**src/rtl/mem_access_pkg.sv**
```systemverilog
// Shared constants for the MEM stage: branch condition codes, access size
// encodings and the memory-transaction FSM states.
package mem_access_pkg;

  localparam logic [2:0] BR_EQ     = 3'd0;
  localparam logic [2:0] BR_GT     = 3'd1;
  localparam logic [2:0] BR_GE     = 3'd2;
  localparam logic [2:0] BR_NE     = 3'd3;
  localparam logic [2:0] BR_LT     = 3'd4;
  localparam logic [2:0] BR_LE     = 3'd5;
  localparam logic [2:0] BR_ALWAYS = 3'd6;
  localparam logic [2:0] BR_NEVER  = 3'd7;

  localparam logic [1:0] SZ_BYTE = 2'd0;
  localparam logic [1:0] SZ_HALF = 2'd1;
  localparam logic [1:0] SZ_WORD = 2'd2;
  localparam logic [1:0] SZ_FULL = 2'd3;

  typedef enum logic {
    ST_IDLE,
    ST_BUSY
  } state_e;

endpackage

```
**src/rtl/mem_lane_align.sv**
```systemverilog
// Byte-lane steering for stores (replicated data + byte enables) and lane
// extraction with sign/zero extension for loads. Purely combinational.
module mem_lane_align
  import mem_access_pkg::*;
#(
  parameter  int DATA_W = 32,
  localparam int NB     = DATA_W / 8,
  localparam int OFF_W  = $clog2(NB)
) (
  input  logic [1:0]        st_size,
  input  logic [OFF_W-1:0]  st_offset,
  input  logic [DATA_W-1:0] st_data,
  output logic [DATA_W-1:0] st_wdata,
  output logic [NB-1:0]     st_be,
  input  logic [1:0]        ld_size,
  input  logic              ld_unsigned,
  input  logic [OFF_W-1:0]  ld_offset,
  input  logic [DATA_W-1:0] ld_rdata,
  output logic [DATA_W-1:0] ld_data
);

  function automatic logic [NB-1:0] lane_mask(input logic [1:0] size);
    case (size)
      SZ_BYTE: lane_mask = NB'(1);
      SZ_HALF: lane_mask = NB'(3);
      SZ_WORD: lane_mask = NB'(15);
      default: lane_mask = '1;
    endcase
  endfunction

  function automatic logic [DATA_W-1:0] replicate(input logic [1:0] size,
                                                  input logic [DATA_W-1:0] data);
    case (size)
      SZ_BYTE: replicate = {NB{data[7:0]}};
      SZ_HALF: replicate = {(NB/2){data[15:0]}};
      SZ_WORD: replicate = {(NB/4){data[31:0]}};
      default: replicate = data;
    endcase
  endfunction

  // Size casts of signed operands sign-extend; unsigned ones zero-extend.
  function automatic logic [DATA_W-1:0] extend(input logic [1:0] size,
                                               input logic uns,
                                               input logic [DATA_W-1:0] data);
    logic signed [7:0]  b;
    logic signed [15:0] h;
    logic signed [31:0] w;
    b = data[7:0];
    h = data[15:0];
    w = data[31:0];
    case (size)
      SZ_BYTE: if (uns) extend = DATA_W'(data[7:0]);  else extend = DATA_W'(b);
      SZ_HALF: if (uns) extend = DATA_W'(data[15:0]); else extend = DATA_W'(h);
      SZ_WORD: if (uns) extend = DATA_W'(data[31:0]); else extend = DATA_W'(w);
      default: extend = data;
    endcase
  endfunction

  logic [DATA_W-1:0] ld_shifted;

  always_comb begin
    st_wdata   = replicate(st_size, st_data);
    st_be      = lane_mask(st_size) << st_offset;
    ld_shifted = ld_rdata >> {ld_offset, 3'b000};
    ld_data    = extend(ld_size, ld_unsigned, ld_shifted);
  end

endmodule

```
**src/rtl/mem_access_unit.sv**
```systemverilog
// MEM pipeline stage: branch resolution plus a req/ack data-memory port.
// Define MEM_ACCESS_UNIT_MISALIGN_TRAP_EN to trap misaligned accesses
// instead of silently aligning them down.
module mem_access_unit
  import mem_access_pkg::*;
#(
  parameter int DATA_W = 32,
  parameter int ADDR_W = 32
) (
  input  logic                clk_i,
  input  logic                rst_i,
  input  logic                valid_i,
  input  logic                alu_zero_i,
  input  logic [DATA_W-1:0]   alu_result_i,
  input  logic                branch_i,
  input  logic [2:0]          branch_type_i,
  input  logic                memread_i,
  input  logic                memwrite_i,
  input  logic [1:0]          size_i,
  input  logic                unsigned_i,
  input  logic [DATA_W-1:0]   store_data_i,
  output logic                branch_taken_o,
  output logic                stall_o,
  output logic [DATA_W-1:0]   load_data_o,
  output logic                load_valid_o,
  output logic                misalign_o,
  output logic                dmem_req_o,
  output logic                dmem_we_o,
  output logic [ADDR_W-1:0]   dmem_addr_o,
  output logic [DATA_W-1:0]   dmem_wdata_o,
  output logic [DATA_W/8-1:0] dmem_be_o,
  input  logic                dmem_ack_i,
  input  logic [DATA_W-1:0]   dmem_rdata_i
);

  localparam int NB    = DATA_W / 8;
  localparam int OFF_W = $clog2(NB);

  function automatic logic [OFF_W-1:0] align_mask(input logic [1:0] size);
    case (size)
      SZ_BYTE: align_mask = '0;
      SZ_HALF: align_mask = OFF_W'(1);
      SZ_WORD: align_mask = OFF_W'(3);
      default: align_mask = '1;
    endcase
  endfunction

  state_e            state, state_nxt;
  logic              busy, memop, trap, accept, load_done, cond, sign;
  logic [OFF_W-1:0]  off_raw, off_al;
  logic [DATA_W-1:0] st_wdata, ld_data;
  logic [NB-1:0]     st_be;

  logic [ADDR_W-1:0] addr_p1;
  logic              we_p1, uns_p1;
  logic [NB-1:0]     be_p1;
  logic [DATA_W-1:0] wdata_p1;
  logic [1:0]        size_p1;
  logic [OFF_W-1:0]  off_p1;
  logic [DATA_W-1:0] load_data_p2;
  logic              vld_p2;

  always_comb begin
    sign = alu_result_i[DATA_W-1];
    case (branch_type_i)
      BR_EQ:     cond = alu_zero_i;
      BR_GT:     cond = ~sign & ~alu_zero_i;
      BR_GE:     cond = ~sign;
      BR_NE:     cond = ~alu_zero_i;
      BR_LT:     cond = sign;
      BR_LE:     cond = sign | alu_zero_i;
      BR_ALWAYS: cond = 1'b1;
      default:   cond = 1'b0;
    endcase
    branch_taken_o = valid_i & branch_i & cond;
  end

  assign busy    = (state == ST_BUSY);
  assign memop   = valid_i & (memread_i | memwrite_i);
  assign off_raw = alu_result_i[OFF_W-1:0];
  assign off_al  = off_raw & ~align_mask(size_i);

`ifdef MEM_ACCESS_UNIT_MISALIGN_TRAP_EN
  logic mis_p2;
  assign trap       = memop & (|(off_raw & align_mask(size_i)));
  assign misalign_o = mis_p2;

  always_ff @(posedge clk_i) begin
    if (rst_i) mis_p2 <= 1'b0;
    else       mis_p2 <= ~busy & trap;
  end
`else
  assign trap       = 1'b0;
  assign misalign_o = 1'b0;
`endif

  assign accept    = ~busy & memop & ~trap;
  assign load_done = busy & dmem_ack_i & ~we_p1;
  assign stall_o   = accept | (busy & ~dmem_ack_i);

  always_comb begin
    state_nxt = state;
    case (state)
      ST_IDLE: if (accept)     state_nxt = ST_BUSY;
      ST_BUSY: if (dmem_ack_i) state_nxt = ST_IDLE;
      default:                 state_nxt = ST_IDLE;
    endcase
  end

  always_ff @(posedge clk_i) begin
    if (rst_i) state <= ST_IDLE;
    else       state <= state_nxt;
  end

  mem_lane_align #(.DATA_W(DATA_W)) u_lane_align (
    .st_size     (size_i),
    .st_offset   (off_al),
    .st_data     (store_data_i),
    .st_wdata    (st_wdata),
    .st_be       (st_be),
    .ld_size     (size_p1),
    .ld_unsigned (uns_p1),
    .ld_offset   (off_p1),
    .ld_rdata    (dmem_rdata_i),
    .ld_data     (ld_data)
  );

  // p1: request captured at acceptance, held stable while BUSY
  always_ff @(posedge clk_i) begin
    if (rst_i) begin
      addr_p1  <= '0;
      we_p1    <= 1'b0;
      be_p1    <= '0;
      wdata_p1 <= '0;
      size_p1  <= SZ_BYTE;
      uns_p1   <= 1'b0;
      off_p1   <= '0;
    end else if (accept) begin
      addr_p1  <= {alu_result_i[ADDR_W-1:OFF_W], {OFF_W{1'b0}}};
      we_p1    <= memwrite_i;
      be_p1    <= st_be;
      wdata_p1 <= st_wdata;
      size_p1  <= size_i;
      uns_p1   <= unsigned_i;
      off_p1   <= off_al;
    end
  end

  // p2: extended load result registered on ack
  always_ff @(posedge clk_i) begin
    if (rst_i) begin
      vld_p2       <= 1'b0;
      load_data_p2 <= '0;
    end else begin
      vld_p2 <= load_done;
      if (load_done) load_data_p2 <= ld_data;
    end
  end

  assign dmem_req_o   = busy;
  assign dmem_we_o    = busy & we_p1;
  assign dmem_addr_o  = addr_p1;
  assign dmem_wdata_o = wdata_p1;
  assign dmem_be_o    = be_p1;
  assign load_data_o  = load_data_p2;
  assign load_valid_o = vld_p2;

endmodule

```
**config.mk**
```make
export PLATFORM = sky130hd
export DESIGN_NAME = mem_access_unit
export DESIGN_NICKNAME = d
export VERILOG_FILES = /design/src/rtl/mem_access_pkg.sv /design/src/rtl/mem_lane_align.sv /design/src/rtl/mem_access_unit.sv
export SDC_FILE = /design/constraint.sdc
export NUM_CORES = 1
export LEC_CHECK = 0
export ABC_AREA = 0
export BUFFER_PORTS_ARGS = -buffer_cell sky130_fd_sc_hd__buf_2
export CAP_MARGIN = 5
export CORE_MARGIN = 5
export CORE_UTILIZATION = 51
export DETAILED_ROUTE_END_ITERATION = 8
export PLACE_DENSITY = 0.95
export SETUP_SLACK_MARGIN = 0.3
export SLEW_MARGIN = 20
export SYNTH_ARGS = -nofsm -noshare
export SYNTH_HDL_FRONTEND = slang
export SYNTH_SLANG_ARGS = --single-unit
```
**constraint.sdc**
```tcl
create_clock -name clk_i -period 2.8 [get_ports clk_i]
set_input_delay 0.42 -clock clk_i [delete_from_list [all_inputs] [get_ports clk_i]]
set_output_delay 0.42 -clock clk_i [all_outputs]
set_load 0.05 [all_outputs]
```
# ---- Yosys cells after proc, flatten, opt, wreduce, memory -nomap -nowiden
# Cells that the tools add are included.
dict set report totals {
  register_bits 106
  inputBits 110
  out_inout_bits 106
}
dict set report classes {
  eq_ne 8
  shift 2
  muxes 10
  bitwise_logic 19
  reduce_logical 3
}
# op count
set ops {}
lappend ops {{one-hot mux 32 bit (2 select lines)} 2}
lappend ops {{two-way mux 32 bit} 2}
lappend ops {{right shift 32 x 5 -> 32 bit} 1}
lappend ops {{bitwise AND 1 bit} 9}
lappend ops {{equality test 3 bit (second input constant)} 3}
lappend ops {{one-hot mux 4 bit (2 select lines)} 1}
lappend ops {{one-hot mux 1 bit (7 select lines)} 1}
lappend ops {{equality test 3 x 2 -> 1 bit (second input constant)} 2}
lappend ops {{inverter 1 bit} 5}
lappend ops {{equality test 2 x 1 -> 1 bit (second input constant)} 2}
lappend ops {{zero test 2 bit} 2}
lappend ops {{one-hot mux 2 bit (2 select lines)} 1}
lappend ops {{<< shifter 4 x 2 -> 4 bit} 1}
lappend ops {{equality test 3 x 1 -> 1 bit (second input constant)} 1}
lappend ops {{zero test 3 bit} 1}
lappend ops {{OR 1 bit} 3}
lappend ops {{bitwise AND 2 bit} 1}
lappend ops {{two-way mux 1 bit} 2}
lappend ops {{inverter 2 bit} 1}
lappend ops {{one-hot mux 1 bit (2 select lines)} 1}

# ---- Longest topological paths before layout
# Gate-level depths: netlist of the first run.
dict set report logic_depth {
  depth_word 5
  ltp_mapped 7
  ltp_nobuf 4
}

# ---- By module
# From an unflattened synthesis of the first run, not the netlist that was laid out.
dict set report unflattened {
  hier_cells 660
  hier_area_um2 5297.6
}
# mod n_inst cells_per_inst area_per_inst_um2 seq_area_each_um2
set by_module_without_submodules {}
lappend by_module_without_submodules {mem_access_unit 1 497 4078.9 2122.0}
lappend by_module_without_submodules {mem_lane_align 1 163 1218.7 0.0}

# ---- Worst setup path before layout of the first run
# No wires, ideal clock.
dict set report synth_timing {
  kind {reg-to-output}
  startpoint {register state (netlist: dmem_req_o)}
  endpoint {output port stall_o}
  arrival_time_ps 1890
  path_slack_ps 490
  path_stages_with_launch 3
  path_buffers 0
  path_cell_list {dfxtp_1 inv_1 o21ai_0}
}
dict set report synth_between {
  elab_chain_len 3
  elab_cells_between_ends 4
  cone_classes {bitwise: 4}
}
# item line
set synth_rtl {}
lappend synth_rtl {{from (decl)} mem_access_unit.sv:48} ;# state_e state, state_nxt;
lappend synth_rtl {{from (signal assigned)} mem_access_unit.sv:112} ;# else state <= state_nxt;
lappend synth_rtl {{inverter 1 bit} -}
lappend synth_rtl {{bitwise AND 1 bit} mem_access_unit.sv:97} ;# assign accept = ~busy & memop & ~trap;
lappend synth_rtl {{OR 1 bit (*)} mem_access_unit.sv:99} ;# assign stall_o = accept | (busy & ~dmem_ack_i);
lappend synth_rtl {{to (decl)} mem_access_unit.sv:23} ;# output logic stall_o,
# Mark *: on every way between the ends. The rest lies on a longest branch, timed or not.

# ---- Worst setup path in the final report of the first run
# Same ends and word-level chain as after synthesis.

==> flow_summary.yaml, run 1 <==
logic_synthesis:
  syn_avg_cell_area_um2: 8.112
  synthTopCellsByCount: "nand2_1 (138), dfxtp_1 (106), a21oi_1 (86), nor2_1 (47), clkbuf_1 (38)"
  synth-edff-count: 0
  ys_seq_area_share_pct: 45.02
  netlist.area_leader.share_pct: 45.02
  yosysMostFrequentCell: "nand2_1"
  syn_inst: 581
  async_reset_ff_share_pct: 0
  ys.flop_type: "dfxtp_1"
  ys_warn_count: 0
  yosys.area.top_type: "dfxtp_1"
  synth_seq_cells: 106
  synth_area_um2: 4713
  synth_area_leaders: "dfxtp_1 (45%), nand2_1 (11%), a21oi_1 (9.1%)"
  synth.distinct_cells: 40
detailed_routing:
  drt-total-wl_um: 14670
  first_iter_violations: 230
  vias: 4930
  ant_nets: 0
  firstDrtPassIters: 5
  via_per_inst: 5.577
  routedWlPerCell_um: 16.59
  drc: 0
worst_setup_path:
  crit_fanout: 25
  worst_setup_path_end_kind: "output pin"
  reg2reg_depth: 5
  cp.required_ns: 2.38
  critPathArrivalTime_ns: 1.78
  cp-start-kind: "flop"
  rr_endpoint: "load_data_o[31]"
  path_cells: "nor2b_1 > o21ai_4 > o21ai_0 > buf_2"
  slowest_delay_ns: 0.36
  path_class: "reg -> out"
  crit_slowest_cell: "dfxtp_1"
  rrSetupSlack_ns: 0.63
  r2r_start: "off_p1[1]"
sta:
  min_period_ns: 2.196
  worst_pin_slew_ns: 0.7567
  slew_violations: 0
  finalSetupTns_ns: 0
  maxSlewHeadroom_pct: 49.40
  fmax_ghz: 0.4553
  timing.final.hold_violations: 0
  skew_ns: 0.01116
  rsz0062_at_grt: "false"
  timing.final.crit_share_pct: 78.44
  setup-violations-final: 0
min_path:
  whs_endpoint: "dmem_addr_o[29]"
  hold_class: "in -> reg"
  min_from: "alu_result_i[29]"
  min_path_cells: 3
clocking:
  root_buffer: "clkbuf_8"
  cts.sinks: 106
  clkTransAtPathRegs_ns: 0.11
  cts_setup_buffers: 0
  cts_tree: "yes"
  clockBufferDepth: 2
  post_cts_resized: 0
  clk_latency_ns: 0.37
  htree_levels: 3
  cts_buffers: 9
  holdBufCountCts: 0
layout:
  area_growth_pct: 28.70
  drive_gt1_share_pct: 34.15
  diodes: 0
  design_area_um2: 6066
  nets: 878
floorplanning:
  fp.dieW_um: 106.1
  design.die.area_um2: 11260
  rows: 35
  initial_core_util_pct: 51.74
  core_um2: 9109
  ios: 216
  die_height_um: 106.1
placed_design:
  portBuffers: 212
  dp_hpwl_um: 11100
  routabilityCongestion: 0.9509
  placed_cell_area_um2: 5847
power:
  leakagePower_nw: 2.738
  p_per_area_nw_per_um2: 592.1
  ir_worst_vdd_mv: 0.3937
outcome:
  status: "completed"
global_routing:
  grt_pass1_wl_um: 22880
  overflow: 0
  grtUsageTotal_pct: 25.05
  grt_pass1_vias: 4710
  grt_max_degree: 61
  antenna_found_initial: 0
run:
  maxCapViolCount: 0
## cell families (layout without fill, tap and decap cells)
family | after synthesis | after routing | synth area share, %
xor+xnor | 1 | 1 | 0.1859
simple gates | 217 | 217 | 18.85
flops | 106 | 106 | 45.02
mux | 41 | 41 | 9.451
buf+inv | 53 | 243 | 4.699
compound gates | 162 | 162 | 21.72
other cells | 1 | 3 | 0.07956
## power by group
| group | internal, mW | switching (mW) |
|---|---|---|
| Sequential | 1.60 | 0.0493 |
| Combinational | 0.256 | 0.647 |
| Clock | 0.513 | 0.528 |
## per-stage QoR
step / hold slack, ns / setup WS [ns] / power [mW] / util, % / std cells
final: 0.2785 / 0.6038 / 3.592 / 66.59 / 884
after global routing: 0.2643 / 0.4118 / 3.750 / 66.59 / 884
after CTS: 0.2680 / 0.5685 / 3.609 / 66.59 / 884
after detailed placement: 0.4430 / 0.7177 / 2.584 / 64.19 / 868
after global placement: 0.4380 / 0.8175 / 2.564 / 64.19 / 868
after floorplan: 0.4487 / 0.4903 / 2.308 / - / 583
## sequential cells by signal, indices dropped and copies added (netlist names)
signal,count
load_data_o,32
size_p1,2
dmem_be_o,4
uns_p1,1
load_valid_o,1
we_p1,1
dmem_req_o,1
dmem_addr_o,30
off_p1,2
dmem_wdata_o,32
## metal layers
metal  GRT usage [%]  wire, µm  up-vias
met3           7.650      1406       42
met1           29.58      5696     2248
met2           41.81      7078      272
li1                -         -     2368
met4           11.19       483        0
met5               0         0        -
## critical path: cells and delay by family, from the launching register on
kind | cells | cell delay (ns)
AOI/OAI and AO/OA | 2 | 0.44
buffers and inverters | 1 | 0.29
and+or+nand+nor | 1 | 0.33
DFF | 1 | 0.36
## layout by cell type (no fill, tap or decap), drive strengths merged, types with 3 or more instances in the layout
cell and instances:
inv 3, nand2b 3, o2bb2ai 7, nor2 47, o21ai 21, a311oi 8
nand2 138, conb 3, a21oi 86, mux2i 31, a211oi 25, buf 225
nor2b 4, mux2 8, o211ai 7, nor3 12, clkbuf 11, dfxtp 106
## how the worst max path moves through the flow
| stage | startpoint | cells after the start | slack [ns] | end |
|---|---|---|---|---|
| after floorplan | dmem_req_o | 2 | 0.49 | stall_o |
| final | dmem_req_o | 4 | 0.60 | stall_o |
| after global placement | memwrite_i | 4 | 0.82 | stall_o |
| after detailed placement | off_p1[1] | 5 | 0.72 | load_data_o[29] |
| after CTS | dmem_req_o | 4 | 0.57 | stall_o |
| after global routing | dmem_req_o | 4 | 0.41 | stall_o |
## area by class of cell
cell class / count / area (µm²)
clock buffer: 11 / 131.4
timing repair buffer: 225 / 1186
multi-input combinational: 424 / 2392
fill: 755 / 3043
sequential: 106 / 2122
tap: 111 / 138.9
inverter: 2 / 7.507
clock inverter: 5 / 87.58
Note: power is estimated with default switching activity, not from simulation.
==> run 2, diff against run 1 <==
--- a/config.mk
+++ b/config.mk
@@ -9,9 +9,9 @@
 export BUFFER_PORTS_ARGS = -buffer_cell sky130_fd_sc_hd__buf_2
 export CAP_MARGIN = 5
 export CORE_MARGIN = 5
-export CORE_UTILIZATION = 51
+export CORE_UTILIZATION = 47
 export DETAILED_ROUTE_END_ITERATION = 8
-export PLACE_DENSITY = 0.95
+export PLACE_DENSITY = 0.91
 export SETUP_SLACK_MARGIN = 0.3
 export SLEW_MARGIN = 20
 export SYNTH_ARGS = -nofsm -noshare
==> constraint.sdc (replaced) <==
create_clock -name clk_i -period 2.1 [get_ports clk_i]
set_input_delay 0.315 -clock clk_i [delete_from_list [all_inputs] [get_ports clk_i]]
set_output_delay 0.315 -clock clk_i [all_outputs]
set_load 0.05 [all_outputs]
==> run 2 against run 1 <==
  * Core utilization down 3.1 points
  * Flip-flop and latch count unchanged
  * Hold slack worse by 0.10 ns
  * Clock skew down 0.0029 ns
  * Clock power up 26%
  * Cell count up 3.3%
  * Largest cell class unchanged
==> flow_summary.yaml, run 2 (synthesis gave the netlist of run 1 again) <==
global_routing:
  grtUsageTotal_pct: 23.25
  antenna_found_initial: 0
  grt_pass1_wl_um: 22220
  grt_max_degree: 47
  grt_pass1_vias: 4654
  overflow: 0
placed_design:
  portBuffers: 212
  routabilityCongestion: 0.8475
  dp_hpwl_um: 10910
sta:
  timing.final.crit_share_pct: 83.82
  min_period_ns: 1.760
  skew_ns: 0.008305
  finalSetupTns_ns: 0
  timing.final.hold_violations: 0
  setup-violations-final: 0
  slew_violations: 0
  fmax_ghz: 0.5681
  rsz0062_at_grt: "false"
worst_setup_path:
  path_class: "reg -> reg"
  worst_setup_path_end_kind: "flop"
  cp_num_cells: 5
  cp.required_ns: 2.35
  r2r_start: "off_p1[1]"
  crit_fanout: 16
  cp_num_buf_inv: 1
  crit_slowest_cell: "dfxtp_2"
  slowest_delay_ns: 0.43
  cp-start-kind: "flop"
  critPathArrivalTime_ns: 2.01
  crit_end: "load_data_o[29]"
  rrSetupSlack_ns: 0.34
  path_cells: "mux2i_1 > or3b_1 > a311o_2 > buf_12 > a211oi_1"
  rr_endpoint: "load_data_o[29]"
  reg2reg_depth: 5
  cp-startpoint: "off_p1[1]"
  cp_top_family: "compound AO/OA/AOI/OAI gates"
layout:
  fin_util_pct: 63.47
  area_growth_pct: 31.62
  mostFrequentLayoutCells: "buf_2 (210), nand2_1 (138), dfxtp_1 (103), a21oi_1 (85), nor2_1 (46)"
  nets: 885
  final_common_cell: "buf_2"
  diodes: 0
  drive_gt1_share_pct: 36.03
detailed_routing:
  via_per_inst: 5.377
  drt-total-wl_um: 14920
  ant_nets: 0
  drc: 0
  first_iter_violations: 272
  firstDrtPassIters: 4
  vias: 4909
  routedWlPerCell_um: 16.34
power:
  leakagePower_nw: 2.798
  internal_power_mw: 3.095
  p_sw_mw: 1.642
  pwr-share-seq_pct: 46.4
  switching_share_pct: 34.66
  ir_worst_vdd_mv: 0.4244
  p_per_area_nw_per_um2: 763.5
  p_comb_share_pct: 26.0
  clkPwrFrac_pct: 27.6
outcome:
  status: "completed"
clocking:
  cts_tree: "yes"
  root_buffer: "clkbuf_8"
  cts.sinks: 106
  htree_levels: 3
  clkTransAtPathRegs_ns: 0.10
  clk_latency_ns: 0.36
  cts_buffers: 9
  clockBufferDepth: 2
floorplanning:
  fp.dieW_um: 110.1
  rows: 36
  core_um2: 9774
  design.die.area_um2: 12130
  ios: 216
  die_height_um: 110.1
  initial_core_util_pct: 48.22
min_path:
  min_from: "alu_result_i[6]"
  hold_class: "in -> reg"
run:
  maxCapViolCount: 0
## run 2: cell count changes in the layout (fill, tap and decap cells not counted), moves of 2 or more
| cell | before | now |
|---|---|---|
| buf_4 | 12 | 16 |
| buf_12 | 2 | 4 |
| dfxtp_2 | 0 | 3 |
| dfxtp_1 | 106 | 103 |
| clkbuf_1 | 2 | 0 |
## run 2: worst min-delay path by stage
stage	depth (start not counted)	endpoint	slack (ns)
2_1_floorplan	2	uns_p1	0.45
3_3_place_gp	2	dmem_be_o[1]	0.44
3_5_place_dp	2	dmem_addr_o[24]	0.44
4_1_cts	3	dmem_addr_o[6]	0.16
5_1_grt	3	dmem_addr_o[6]	0.16
6_report	3	dmem_addr_o[6]	0.18
## run 2: power groups by stage
stage,registers (mW),logic [mW],clock network [mW]
6_report,2.20,1.23,1.31
5_1_grt,2.21,1.32,1.42
4_1_cts,2.20,1.21,1.34
3_5_place_dp,2.24,1.21,0
3_3_place_gp,2.24,1.19,0
2_1_floorplan,2.65,0.434,0
## run 2: final cells by class
class	instances	area, µm²
fill	855	3571
multi-input combinational	424	2410
timing repair buffer	232	1284
clock buffer	10	137.6
tap	133	166.4
inverter	2	7.507
clock inverter	6	72.57
sequential	106	2126
## run 2: metal layers
metal | routed length [µm] | up-vias | track usage [%]
li1 | - | 2382 | -
met2 | 7100 | 253 | 39.47
met4 | 402 | 0 | 9.675
met1 | 5736 | 2231 | 26.89
met3 | 1674 | 43 | 7.630
met5 | 0 | - | 0
## run 2: repair_timing
item                       in CTS  in global routing
hold buffers                    0                  0
pin swaps                       1                  0
resized for setup               3                  4
setup endpoints to repair      17                 20
setup buffers                   0                  1
cloned                          0                  1
## run 2: worst reg2reg max path: stages, from the launching register on
cell and delay (ns):
dfxtp_2 0.43, mux2i_1 0.12, or3b_1 0.35, a311o_2 0.34, buf_12 0.16, a211oi_1 0.26
## run 2: through the flow
| stage | instance area (µm²) | worst slack, ns | cells | power [mW] | hold WS (ns) |
|---|---|---|---|---|---|
| CTS | 6148 | 0.3046 | 911 | 4.748 | 0.1586 |
| global route | 6203 | 0.2987 | 913 | 4.954 | 0.1607 |
| detailed placement | 5933 | 0.05005 | 895 | 3.449 | 0.4438 |
| global placement | 5933 | 0.07296 | 895 | 3.432 | 0.4373 |
| finish | 6203 | 0.3398 | 913 | 4.737 | 0.1787 |
| floorplan | 4730 | 0.4433 | 583 | 3.079 | 0.4487 |
